===== src/rtl/hwag_div_pkg.sv =====
// hwag_div_pkg: shared types and constants for the time-shared hwag divider.
// Contents: scheduler FSM state encoding and fixed requester indices.
// No ports; imported by hwag_div_core and hwag_div_scheduler.
package hwag_div_pkg;

  typedef enum logic [1:0] {
    DS_IDLE,
    DS_LOAD,
    DS_RUN,
    DS_DONE
  } div_state_t;

  // Requester slots on the scheduler's req/done vectors
  localparam int DIV_RPM_IDX   = 0;
  localparam int DIV_DWELL_IDX = 1;

endpackage


===== src/rtl/hwag_div_core.sv =====
// hwag_div_core: WIDTH-step unsigned restoring divider, one quotient bit per step.
// Ports: clk/rst; start loads operands; step advances one bit; fin flags the last step;
//        step_quotient/step_remainder are the values the current step produces.
module hwag_div_core
  import hwag_div_pkg::*;
#(
  parameter int WIDTH = 32
) (
  input  logic             clk,
  input  logic             rst,
  input  logic             start,
  input  logic             step,
  input  logic [WIDTH-1:0] dividend,
  input  logic [WIDTH-1:0] divisor,
  output logic             fin,
  output logic [WIDTH-1:0] step_quotient,
  output logic [WIDTH-1:0] step_remainder
);

  localparam int CW = (WIDTH > 1) ? $clog2(WIDTH) : 1;

  logic [WIDTH-1:0] prem;   // partial remainder
  logic [WIDTH-1:0] quo;    // dividend shifting out at the top, quotient shifting in below
  logic [WIDTH-1:0] dsr;
  logic [CW-1:0]    cnt;
  logic [WIDTH:0]   shifted;
  logic [WIDTH:0]   diff;

  // One restoring step: shift in the next dividend bit, trial-subtract the divisor,
  // keep the difference only when it did not go negative.
  always_comb begin
    shifted        = {prem, quo[WIDTH-1]};
    diff           = shifted - {1'b0, dsr};
    step_remainder = diff[WIDTH] ? shifted[WIDTH-1:0] : diff[WIDTH-1:0];
    step_quotient  = {quo[WIDTH-2:0], ~diff[WIDTH]};
    fin            = step && (cnt == '0);
  end

  always_ff @(posedge clk or posedge rst) begin
    if (rst) begin
      prem <= '0;
      quo  <= '0;
      dsr  <= '0;
      cnt  <= '0;
    end else if (start) begin
      prem <= '0;
      quo  <= dividend;
      dsr  <= divisor;
      cnt  <= CW'(WIDTH - 1);
    end else if (step) begin
      prem <= step_remainder;
      quo  <= step_quotient;
      cnt  <= cnt - CW'(1);
    end
  end

endmodule


===== src/rtl/hwag_div_scheduler.sv =====
// hwag_div_scheduler: shares one restoring divider between NREQ requesters.
// Ports: req/dividend/divider per requester (packed i*WIDTH); done one-hot pulse,
//        result/remainder held until next completion, div_zero with done, busy LOAD..DONE.
// Option: HWAG_DIV_SCHED_PRIO0_EN gives requester 0 fixed priority over the round-robin.
module hwag_div_scheduler
  import hwag_div_pkg::*;
#(
  parameter int WIDTH = 32,
  parameter int NREQ  = 2
) (
  input  logic                  clk,
  input  logic                  rst,
  input  logic [NREQ-1:0]       req,
  input  logic [NREQ*WIDTH-1:0] dividend,
  input  logic [NREQ*WIDTH-1:0] divider,
  output logic [NREQ-1:0]       done,
  output logic [WIDTH-1:0]      result,
  output logic [WIDTH-1:0]      remainder,
  output logic                  div_zero,
  output logic                  busy
);

  localparam int IW = (NREQ > 1) ? $clog2(NREQ) : 1;
`ifdef HWAG_DIV_SCHED_PRIO0_EN
  localparam bit PRIO0 = 1'b1;
`else
  localparam bit PRIO0 = 1'b0;
`endif
  // With requester 0 outside the rotation the pointer wraps to 1, not 0
  localparam logic [IW-1:0] RR_WRAP = PRIO0 ? IW'(1) : '0;

  div_state_t       state, state_nxt;
  logic [IW-1:0]    rr;
  logic [IW-1:0]    grant;
  logic [WIDTH-1:0] op_dividend;
  logic [WIDTH-1:0] op_divisor;
  logic             dz;
  logic             gnt_vld;
  logic [IW-1:0]    gnt_idx;
  int               cand;
  logic             core_fin;
  logic [WIDTH-1:0] core_q;
  logic [WIDTH-1:0] core_r;

  // Arbiter: scan the rotation starting at rr; iterating downwards lets the
  // first requester in rotation order overwrite the later ones.
  always_comb begin
    gnt_vld = 1'b0;
    gnt_idx = '0;
    cand    = 0;
    for (int k = NREQ - 1; k >= 0; k--) begin
      cand = int'(rr) + k;
      if (cand >= NREQ) cand = cand - NREQ;
      if (req[cand] && !(PRIO0 && cand == DIV_RPM_IDX)) begin
        gnt_vld = 1'b1;
        gnt_idx = IW'(cand);
      end
    end
    if (PRIO0 && req[DIV_RPM_IDX]) begin
      gnt_vld = 1'b1;
      gnt_idx = IW'(DIV_RPM_IDX);
    end
  end

  hwag_div_core #(.WIDTH(WIDTH)) u_core (
    .clk            (clk),
    .rst            (rst),
    .start          (state == DS_LOAD),
    .step           (state == DS_RUN),
    .dividend       (op_dividend),
    .divisor        (op_divisor),
    .fin            (core_fin),
    .step_quotient  (core_q),
    .step_remainder (core_r)
  );

  // FSM state register
  always_ff @(posedge clk or posedge rst) begin
    if (rst) state <= DS_IDLE;
    else     state <= state_nxt;
  end

  // FSM next state
  always_comb begin
    state_nxt = state;
    case (state)
      DS_IDLE: if (gnt_vld) state_nxt = DS_LOAD;
      DS_LOAD: state_nxt = (op_divisor == '0) ? DS_DONE : DS_RUN;
      DS_RUN:  if (core_fin) state_nxt = DS_DONE;
      DS_DONE: state_nxt = DS_IDLE;
      default: state_nxt = DS_IDLE;
    endcase
  end

  // FSM outputs; done is dropped if the requester let go of req mid-op
  always_comb begin
    done        = '0;
    if (state == DS_DONE) done[grant] = req[grant];
    busy        = (state != DS_IDLE);
    div_zero    = (state == DS_DONE) && dz;
  end

  // Grant/operand latch, rr pointer and result registers. Results load on the
  // edge into DONE so they are already valid while done is high.
  always_ff @(posedge clk or posedge rst) begin
    if (rst) begin
      rr          <= '0;
      grant       <= '0;
      op_dividend <= '0;
      op_divisor  <= '0;
      result      <= '0;
      remainder   <= '0;
      dz          <= 1'b0;
    end else begin
      if (state == DS_IDLE && gnt_vld) begin
        grant       <= gnt_idx;
        op_dividend <= dividend[gnt_idx*WIDTH +: WIDTH];
        op_divisor  <= divider[gnt_idx*WIDTH +: WIDTH];
        if (!(PRIO0 && gnt_idx == IW'(DIV_RPM_IDX))) begin
          if (gnt_idx == IW'(NREQ - 1)) rr <= RR_WRAP;
          else                          rr <= gnt_idx + IW'(1);
        end
      end
      if (state == DS_LOAD && op_divisor == '0) begin
        result    <= '1;
        remainder <= op_dividend;
        dz        <= 1'b1;
      end
      if (state == DS_RUN && core_fin) begin
        result    <= core_q;
        remainder <= core_r;
        dz        <= 1'b0;
      end
    end
  end

endmodule


===== config.mk =====
export PLATFORM = sky130hd
export DESIGN_NAME = hwag_div_scheduler
export DESIGN_NICKNAME = d
export VERILOG_FILES = /design/src/rtl/hwag_div_pkg.sv /design/src/rtl/hwag_div_core.sv /design/src/rtl/hwag_div_scheduler.sv
export SDC_FILE = /design/constraint.sdc
export NUM_CORES = 1
export LEC_CHECK = 0
export CAP_MARGIN = 20
export CORE_UTILIZATION = 40
export DETAILED_ROUTE_END_ITERATION = 16
export GPL_TIMING_DRIVEN = 1
export PLACE_DENSITY = 0.61
export RECOVER_POWER = 100
export SLEW_MARGIN = 20
export SYNTH_ARGS = -nofsm -noshare
export SYNTH_HDL_FRONTEND = slang
export SYNTH_SLANG_ARGS = --single-unit

===== constraint.sdc =====
create_clock -name clk -period 8.7 [get_ports clk]
set_input_delay 1.74 -clock clk [delete_from_list [all_inputs] [get_ports clk]]
set_output_delay 1.74 -clock clk [all_outputs]
set_load 0.05 [all_outputs]

==> results of run 1 <==
==> layer usage <==
layer  share of wire [%]  global-route usage [%]  vias to the layer above
met2                  43                    30.6                      273
met5                   0                       0                        -
li1                    -                       -                     4749
met3                 5.8                    2.60                       39
met1                  49                    31.8                     4529
met4                 2.3                    5.01                        0
==> power by group <==
group          switching [uW]  internal (uW)  leakage (uW)
Sequential                338           1520       0.00298
Clock                     441            606      0.000404
Combinational            2040           1290       0.00372
Total                    2820           3420       0.00711
==> cells in the final DEF, fill, tap and decap left out, types with 14 or more instances in the layout <==
master,n
o21ai_0,121
clkdlybuf4s50_1,128
mux2_2,31
clkbuf_1,14
dfrtp_1,234
inv_1,112
xor2_1,16
o2bb2ai_1,27
mux2i_1,44
nand2_1,161
a21o_1,14
a21oi_1,96
clkbuf_16,26
ha_1,38
dlygate4sd3_1,71
a222oi_1,64
nor2_1,78
==> state kept, by name (all words and copies together), names as in the netlist <==
register	flops
dz	1
grant	1
op_dividend	32
op_divisor	32
remainder	32
result	32
rr	1
state	2
u_core.cnt	5
u_core.dsr	32
u_core.prem	32
u_core.quo	32
==> logic make-up (layout without fill, tap and decap cells) <==
family	Yosys count	after routing
xor+xnor	26	26
fa+ha+maj	39	39
simple gates	297	297
mux	75	75
buf+inv	194	371
compound gates	379	379
flops	234	234
==> layout make-up <==
class / instances / area share, %
clock inverter: 10 / 0.578
multi-input combinational: 816 / 35.6
sequential: 234 / 39.2
tap: 384 / 3.22
clock buffer: 37 / 4.83
timing repair buffer: 210 / 13.7
inverter: 114 / 2.87
==> worst min-delay path by stage <==
stage	to	slack, ns	depth (start not counted)	startpoint
finish	result[15]	0.50	2	u_core.quo[14]
global placement	dz	0.48	2	dz
floorplan	grant	0.46	1	grant
CTS	result[15]	0.50	2	u_core.quo[14]
global route	grant	0.53	1	grant
detailed placement	result[15]	0.49	2	u_core.quo[14]
==> per-stage QoR <==
step / hold slack, ns / cells
final: 0.495 / 1805
after global placement: 0.477 / 1758
after global routing: 0.532 / 1805
after detailed placement: 0.486 / 1758
after floorplan: 0.457 / 1244
after CTS: 0.501 / 1805
==> worst register-to-register path: cells and delay by family, from the launching register on <==
family	cells	cell delay (ns)
compound gates	2	0.18
fa+ha+maj	1	0.85
buf+inv	3	2.97
flops	1	0.40
mux	1	0.41
simple gates	4	0.79
==> results.json, run 1 <==
{
  "run_status": "finished with violations",
  "violations": "capacitance limit, slew limit",
  "clkSlewWorstSetupHoldPaths_ns": 0.06,
  "rsz0062_at_grt": "false",
  "grtUsageTotal_pct": 20.7,
  "cellLeakagePower_uw": 0.00711,
  "grt_overflow": 0,
  "synthDistinctLibCells": 65,
  "cts_root_buf": "clkbuf_16",
  "synth.most_common_cell": "dfrtp_1",
  "required_ns": 8.98,
  "cts_sinks": 234,
  "syn_inst": 1244,
  "crit_slowest_cell": "clkinvlp_2",
  "rows": 62,
  "path_max_fanout": 85,
  "routed-via-count": 9590,
  "crit_type": "in -> async",
  "worst-path-stages": 3,
  "syn_to_final_growth_pct": 25.5,
  "crit_path_start_kind": "input port",
  "synth_mux_area_share_pct": 6.64,
  "tightest_slew_ns": 3.76,
  "synth-async-reset-ratio_pct": 100,
  "reg2reg_to": "remainder[30]",
  "max-clock-path-buffers": 3,
  "place_hpwl_um": 21600,
  "wirelength_um": 31100,
  "hold_viol_final": 0,
  "timing.final.crit_share_pct": 66.9,
  "htreeDepth": 1,
  "crit_family": "buffers and inverters",
  "dieArea_sq_um": 30400,
  "reg2reg_setup_slack_ns": 2.91,
  "avgSynthCellArea_sq_um": 9.56,
  "synth_top_area_share_pct": 49.2,
  "synth_commonest_cells": "234 x dfrtp_1, 162 x nand2_1, 120 x o21ai_0",
  "vdd_drop_max_uv": 224,
  "die-width_um": 174,
  "synth-edff-count": 0,
  "cap_violations": 10,
  "synthSimpleGateAreaFrac_pct": 10.5,
  "syn-num-nets": 1415,
  "diodes": 0,
  "initial_core_util_pct": 41.0,
  "chipHeight_um": 174,
  "slew_headroom_pct": -150,
  "r2r_cells": 11,
  "setup_viol": 0,
  "place_area_sq_um": 14200,
  "regArea_sq_um": 5860,
  "cts_made_buffers": 26,
  "syn_area_sq_um": 11900,
  "dp_slack_ns": 3.54,
  "ant_nets": 0,
  "cts_hold_buf": 0,
  "tns_ns": 0,
  "fillers": 2727,
  "r2r_start": "state[1]",
  "period_needed_ns": 5.82,
  "yosysTopAreaCell": "dfrtp_1",
  "timing.critical_path.buf_inv": 3,
  "power.density_nw_per_um2": 418,
  "antenna_found_initial": 0,
  "fmax_mhz": 172,
  "synth_xor_area_share_pct": 2.04,
  "yosysSeqAreaShare_pct": 49.2,
  "power_uw": 6240,
  "viasPerCell": 5.31,
  "worstSkewPairLatency_ns": 0.54,
  "cts_resized": 0,
  "nNetsFinal": 1573,
  "synth_area_leaders": "dfrtp_1 49%, a222oi_1 5.4%, nand2_1 5.1%, o21ai_0 5.0%, a21oi_1 4.1%",
  "final-max-slew-violation-count": 652,
  "synth_top_family_by_area": "compound AO/OA/AOI/OAI gates",
  "endpoint": "u_core.quo[22]",
  "fin_ws_ns": 2.88,
  "final_core_util_pct": 51.5,
  "globalplace.congestion": 0.899,
  "synth_compound_area_share_pct": 21.1,
  "crit_start": "rst",
  "drive_gt1_share_pct": 6.19,
  "worstHoldPathType": "reg -> reg",
  "io_pins": 200,
  "grt_pass1_wl_um": 50800,
  "drc_errors": 0,
  "fin_skew_ns": 0.0121,
  "port-buffer-count": 199,
  "dr.pass1.iters": 7,
  "multi_input_area_sq_um": 5310,
  "synth_fa_ha_area_share_pct": 4.16,
  "cp.arrival_ns": 6.10,
  "wire_per_inst_um": 17.2,
  "critical-path-max-stage-delay_ns": 2.05,
  "yosysWarnings": 0,
  "core_area_sq_um": 29000,
  "ys_ff_latch": 234,
  "synth_flop_cell": "dfrtp_1",
  "drt_iter0_drc": 732,
  "postCtsSetupBuffers": 0,
  "grt_max_degree": 96,
  "path_cells": "dlygate4sd3_1 -> clkinvlp_2 -> clkbuf_2",
  "tritoncts": "built",
  "postLayoutCellArea_sq_um": 14900,
  "grt_pass1_vias": 9200,
  "worstSetupEndpointType": "asynchronous set/reset pin"
}
Power figures use the tool's default switching activity.
==> inputs of run 2 (changes only) <==
PLACE_DENSITY = 0.63   (was 0.61)
clock period = 5.3 ns   (was 8.7 ns; I/O delays follow)
==> results.json, run 2 (synthesis gave the netlist of run 1 again) <==
{
  "run_status": "finished with violations",
  "violations": "capacitance limit, slew limit",
  "initial_core_util_pct": 41.0,
  "final_cell_mix": "234 x dfrtp_1, 161 x nand2_1, 129 x clkdlybuf4s50_1, 122 x o21ai_0, 112 x inv_1",
  "power.density_nw_per_um2": 684,
  "max-clock-path-buffers": 3,
  "hold_viol_final": 0,
  "grt_use_met2_pct": 32.1,
  "grt_pass1_vias": 9309,
  "crit_type": "reg -> reg",
  "htreeDepth": 1,
  "tightest_slew_ns": 3.27,
  "cap_violations": 6,
  "rows": 62,
  "intPower_uw": 5670,
  "fmax_mhz": 234,
  "place_hpwl_um": 22500,
  "drive_gt1_share_pct": 6.67,
  "crit_start": "u_core.quo[31]",
  "cts_made_buffers": 26,
  "crit_path_start_kind": "flop",
  "ant_nets": 0,
  "cts_resized": 0,
  "power.switching_uw": 4610,
  "endpoint": "u_core.prem[3]",
  "seqPwrFrac_pct": 29.8,
  "mostFrequentLayoutCell": "dfrtp_1",
  "timing.final.crit_share_pct": 80.6,
  "crit_slowest_cell": "clkbuf_1",
  "cp.arrival_ns": 4.65,
  "postCtsSetupBuffers": 0,
  "worstSkewPairLatency_ns": 0.53,
  "reg2reg_to": "u_core.prem[3]",
  "cts_root_buf": "clkbuf_16",
  "grt_pass1_wl_um": 51800,
  "use_met1_pct": 32.3,
  "pwr-share-comb_pct": 52.9,
  "wire_per_inst_um": 17.4,
  "fin_skew_ns": 0.00900,
  "critical-path-max-stage-delay_ns": 0.81,
  "regArea_sq_um": 5860,
  "cts_hold_buf": 0,
  "setup_viol": 0,
  "cellLeakagePower_uw": 0.00715,
  "gr-max-usage-layer": "met1",
  "worstHoldPathType": "reg -> reg",
  "instances_no_fill": 1808,
  "reg2reg_setup_slack_ns": 1.03,
  "clkSlewWorstSetupHoldPaths_ns": 0.06,
  "use_met3_pct": 2.87,
  "port-buffer-count": 199,
  "p_clk_share_pct": 17.3,
  "wirelength_um": 31500,
  "drc_errors": 0,
  "core_area_sq_um": 29000,
  "vdd_drop_max_uv": 350,
  "placedCellCount": 1761,
  "cts_sinks": 234,
  "diodes": 0,
  "fillers": 2715,
  "tritoncts": "built",
  "worstSetupEndpointType": "flop",
  "antenna_found_initial": 0,
  "drt_iter0_drc": 847,
  "tns_ns": 0,
  "slew_headroom_pct": -118,
  "nNetsFinal": 1576,
  "r2r_cells": 13,
  "grt_max_degree": 122,
  "fin_ws_ns": 1.03,
  "final-max-slew-violation-count": 335,
  "power_uw": 10300,
  "dp_slack_ns": 1.40,
  "swShare_pct": 44.8,
  "period_needed_ns": 4.27,
  "globalplace.congestion": 0.833,
  "path_max_fanout": 25,
  "syn_to_final_growth_pct": 26.4,
  "required_ns": 5.68,
  "crit_top_cell": "a21oi_1",
  "die-width_um": 174,
  "chipHeight_um": 174,
  "r2r_start": "u_core.quo[31]",
  "viasPerCell": 5.28,
  "io_pins": 200,
  "routed-via-count": 9540,
  "dr.pass1.iters": 8,
  "grtUsageTotal_pct": 21.2,
  "path_cells": "inv_1 -> ha_1 -> fa_1 -> nand2b_1 -> a21oi_1 -> o2111ai_1 -> a211oi_1 -> a211o_4 -> xnor2_4 -> clkbuf_1 -> nor2_1 -> a21oi_1 -> o2bb2ai_1",
  "dieArea_sq_um": 30400,
  "grt_overflow": 0,
  "rsz0062_at_grt": "false",
  "multi_input_area_sq_um": 5340
}
run 2: worst min-delay path by stage:
| stage | depth (start not counted) | end | slack (ns) | from |
|---|---|---|---|---|
| 2_1_floorplan | 1 | grant | 0.46 | grant |
| 3_3_place_gp | 2 | dz | 0.48 | dz |
| 3_5_place_dp | 2 | result[18] | 0.48 | u_core.quo[17] |
| 4_1_cts | 2 | result[18] | 0.49 | u_core.quo[17] |
| 5_1_grt | 2 | result[18] | 0.51 | u_core.quo[17] |
| 6_report | 2 | dz | 0.49 | dz |
run 2: worst max-delay path: cells and delay by family (launching register included):
family          cells  cell delay (ns)
compound gates      6             1.68
buf+inv             2             0.87
fa+ha+maj           2             0.58
flops               1             0.37
xor+xnor            1             0.31
simple gates        2             0.30
run 2: area by class of cell:
cell class	count	share of cell area [%]
clock buffers	38	5.17
inverters	114	2.85
multi-input cells	816	35.5
repair buffers	213	13.8
clock inverters	9	0.524
well taps	384	3.19
flip-flops and latches	234	38.9
run 2: power groups by stage:
| stage | clock network (uW) | registers, uW | logic [uW] |
|---|---|---|---|
| after floorplan | 0 | 3080 | 4010 |
| after global placement | 0 | 3080 | 5400 |
| after detailed placement | 0 | 3090 | 5480 |
| after CTS | 1820 | 3060 | 5500 |
| after global routing | 1900 | 3160 | 6120 |
| final | 1780 | 3070 | 5440 |
run 2: through the flow:
stage	hold slack (ns)	util (%)	area, sq um
2_1_floorplan	0.457	-	11900
3_3_place_gp	0.479	49.1	14200
3_5_place_dp	0.477	49.1	14200
4_1_cts	0.493	52.0	15100
5_1_grt	0.515	51.8	15000
6_report	0.492	51.8	15000
run 2: per-layer routing:
metal  vias up  wire, um  share of wire (%)
met5         -         0                  0
met2       253     13600                 43
li1       4765         -                  -
met4         0       461                1.5
met1      4484     15700                 50
met3        38      1690                5.4
==> inputs of run 3 (changes only) <==
PLACE_DENSITY = 0.61   (was 0.63)
clock period = 4.3 ns   (was 5.3 ns; I/O delays follow)
==> results.json, run 3 (synthesis gave the netlist of run 1 again) <==
{
  "antenna_found_initial": 0,
  "use_met3_pct": 2.41,
  "rsz0062_at_grt": "false",
  "ant_nets": 0,
  "postCtsSetupBuffers": 0,
  "grt_pass1_vias": 9341,
  "mostFrequentLayoutCell": "dfrtp_1",
  "cellLeakagePower_uw": 0.00720,
  "worstHoldPathCells": 1,
  "grt_pass1_wl_um": 51700,
  "drc_errors": 0,
  "multi_input_area_sq_um": 5330,
  "max-clock-path-buffers": 3,
  "crit_type": "in -> reg",
  "cts_sinks": 234,
  "drt_iter0_drc": 922,
  "fillers": 2736,
  "dieArea_sq_um": 30400,
  "grtUsageTotal_pct": 21.2,
  "io_pins": 200,
  "cap_violations": 4,
  "fmax_mhz": 263,
  "htreeDepth": 1,
  "grt_max_degree": 96,
  "postLayoutCellArea_sq_um": 15100,
  "regArea_sq_um": 5860,
  "worstSetupEndpointType": "flop",
  "setup_viol": 0,
  "violations": "capacitance limit, slew limit",
  "drive_gt1_share_pct": 7.14,
  "vdd_drop_max_uv": 356,
  "tightest_slew_ns": 2.16,
  "power.density_nw_per_um2": 851,
  "clkSlewWorstSetupHoldPaths_ns": 0.06,
  "wirelength_um": 31900,
  "worstSkewPairLatency_ns": 0.53,
  "final-max-slew-violation-count": 213,
  "tns_ns": 0,
  "rows": 62,
  "final_cell_mix": "234 x dfrtp_1, 161 x nand2_1, 130 x clkdlybuf4s50_1, 122 x o21ai_0, 112 x inv_1",
  "path_max_fanout": 20,
  "hold_viol_final": 0,
  "run_status": "finished with violations",
  "fin_skew_ns": 0.0229,
  "place_hpwl_um": 22500,
  "routed-via-count": 9694,
  "r2r_cells": 8,
  "viasPerCell": 5.35,
  "dr.pass1.iters": 7,
  "initial_core_util_pct": 41.0,
  "cts_root_buf": "clkbuf_16",
  "required_ns": 4.77,
  "cp.arrival_ns": 4.28,
  "globalplace.congestion": 0.855,
  "nNetsFinal": 1579,
  "period_needed_ns": 3.81,
  "cts_resized": 0,
  "use_met1_pct": 32.6,
  "cts_hold_buf": 0,
  "cts_made_buffers": 26,
  "tritoncts": "built",
  "gr-max-usage-layer": "met1",
  "syn_to_final_growth_pct": 27.1,
  "worstHoldPathType": "reg -> reg",
  "place_area_sq_um": 14300,
  "core_area_sq_um": 29000,
  "slew_headroom_pct": -44.0,
  "diodes": 0,
  "die-width_um": 174,
  "crit_path_start_kind": "input port",
  "chipHeight_um": 174,
  "grt_overflow": 0,
  "port-buffer-count": 199,
  "grt_use_met2_pct": 31.7,
  "wire_per_inst_um": 17.6,
  "timing.final.crit_share_pct": 88.6
}
-- run 3: cell types whose count changed in the layout (fill, tap and decap cells not counted), sizes merged --
cell           delta
buf               +2
bufinv            +2
clkdlybuf4s50     +1
clkinv            +2
clkinvlp          -1
dlygate4sd3       -1
inv               -1
-- run 3: layout make-up --
type,count,area share [%]
clock inverters,11,0.877
multi-input cells,816,35.2
clock buffers,37,5.05
flip-flops and latches,234,38.7
repair buffers,216,14.1
well taps,384,3.18
inverters,114,2.84
-- run 3: metrics by stage --
step | total power (uW) | setup WS (ns) | hold WS (ns) | util [%] | std cells
floorplan | 8750 | 0.376 | 0.457 | - | 1244
global placement | 10500 | 0.835 | 0.479 | 49.3 | 1764
detailed placement | 10700 | 0.758 | 0.477 | 49.3 | 1764
CTS | 13000 | 0.774 | 0.494 | 52.4 | 1812
global route | 14000 | 0.286 | 0.517 | 52.1 | 1812
finish | 12900 | 0.491 | 0.495 | 52.1 | 1812
-- run 3: final timing paths --
path	slack, ns	to	startpoint
setup / recovery	0.49	op_dividend[29]	req[1]
hold / removal	0.50	grant	grant
setup reg to reg	0.55	u_core.prem[30]	state[1]
hold reg to reg	0.50	grant	grant
max in group asynchronous	1.10	u_core.prem[29]	rst
min in group asynchronous	1.17	result[4]	rst
-- run 3: layer usage --
metal | wire length, um | vias up | part of all wire [%]
met1 | 15800 | 4613 | 50
met3 | 1640 | 37 | 5.1
met5 | 0 | - | 0
li1 | - | 4780 | -
met2 | 13900 | 264 | 44
met4 | 535 | 0 | 1.7
-- run 3: report_power, final --
part	internal, uW	switching [uW]
registers	3070	706
logic	2670	4140
clock network	1410	875
-- run 3: worst max-delay path: stages --
cell and delay (ns):
clkdlybuf4s50_1 0.64, nand2_1 0.09, a21oi_1 1.60, clkbuf_1 0.81, a222oi_1 0.15, inv_1 0.12
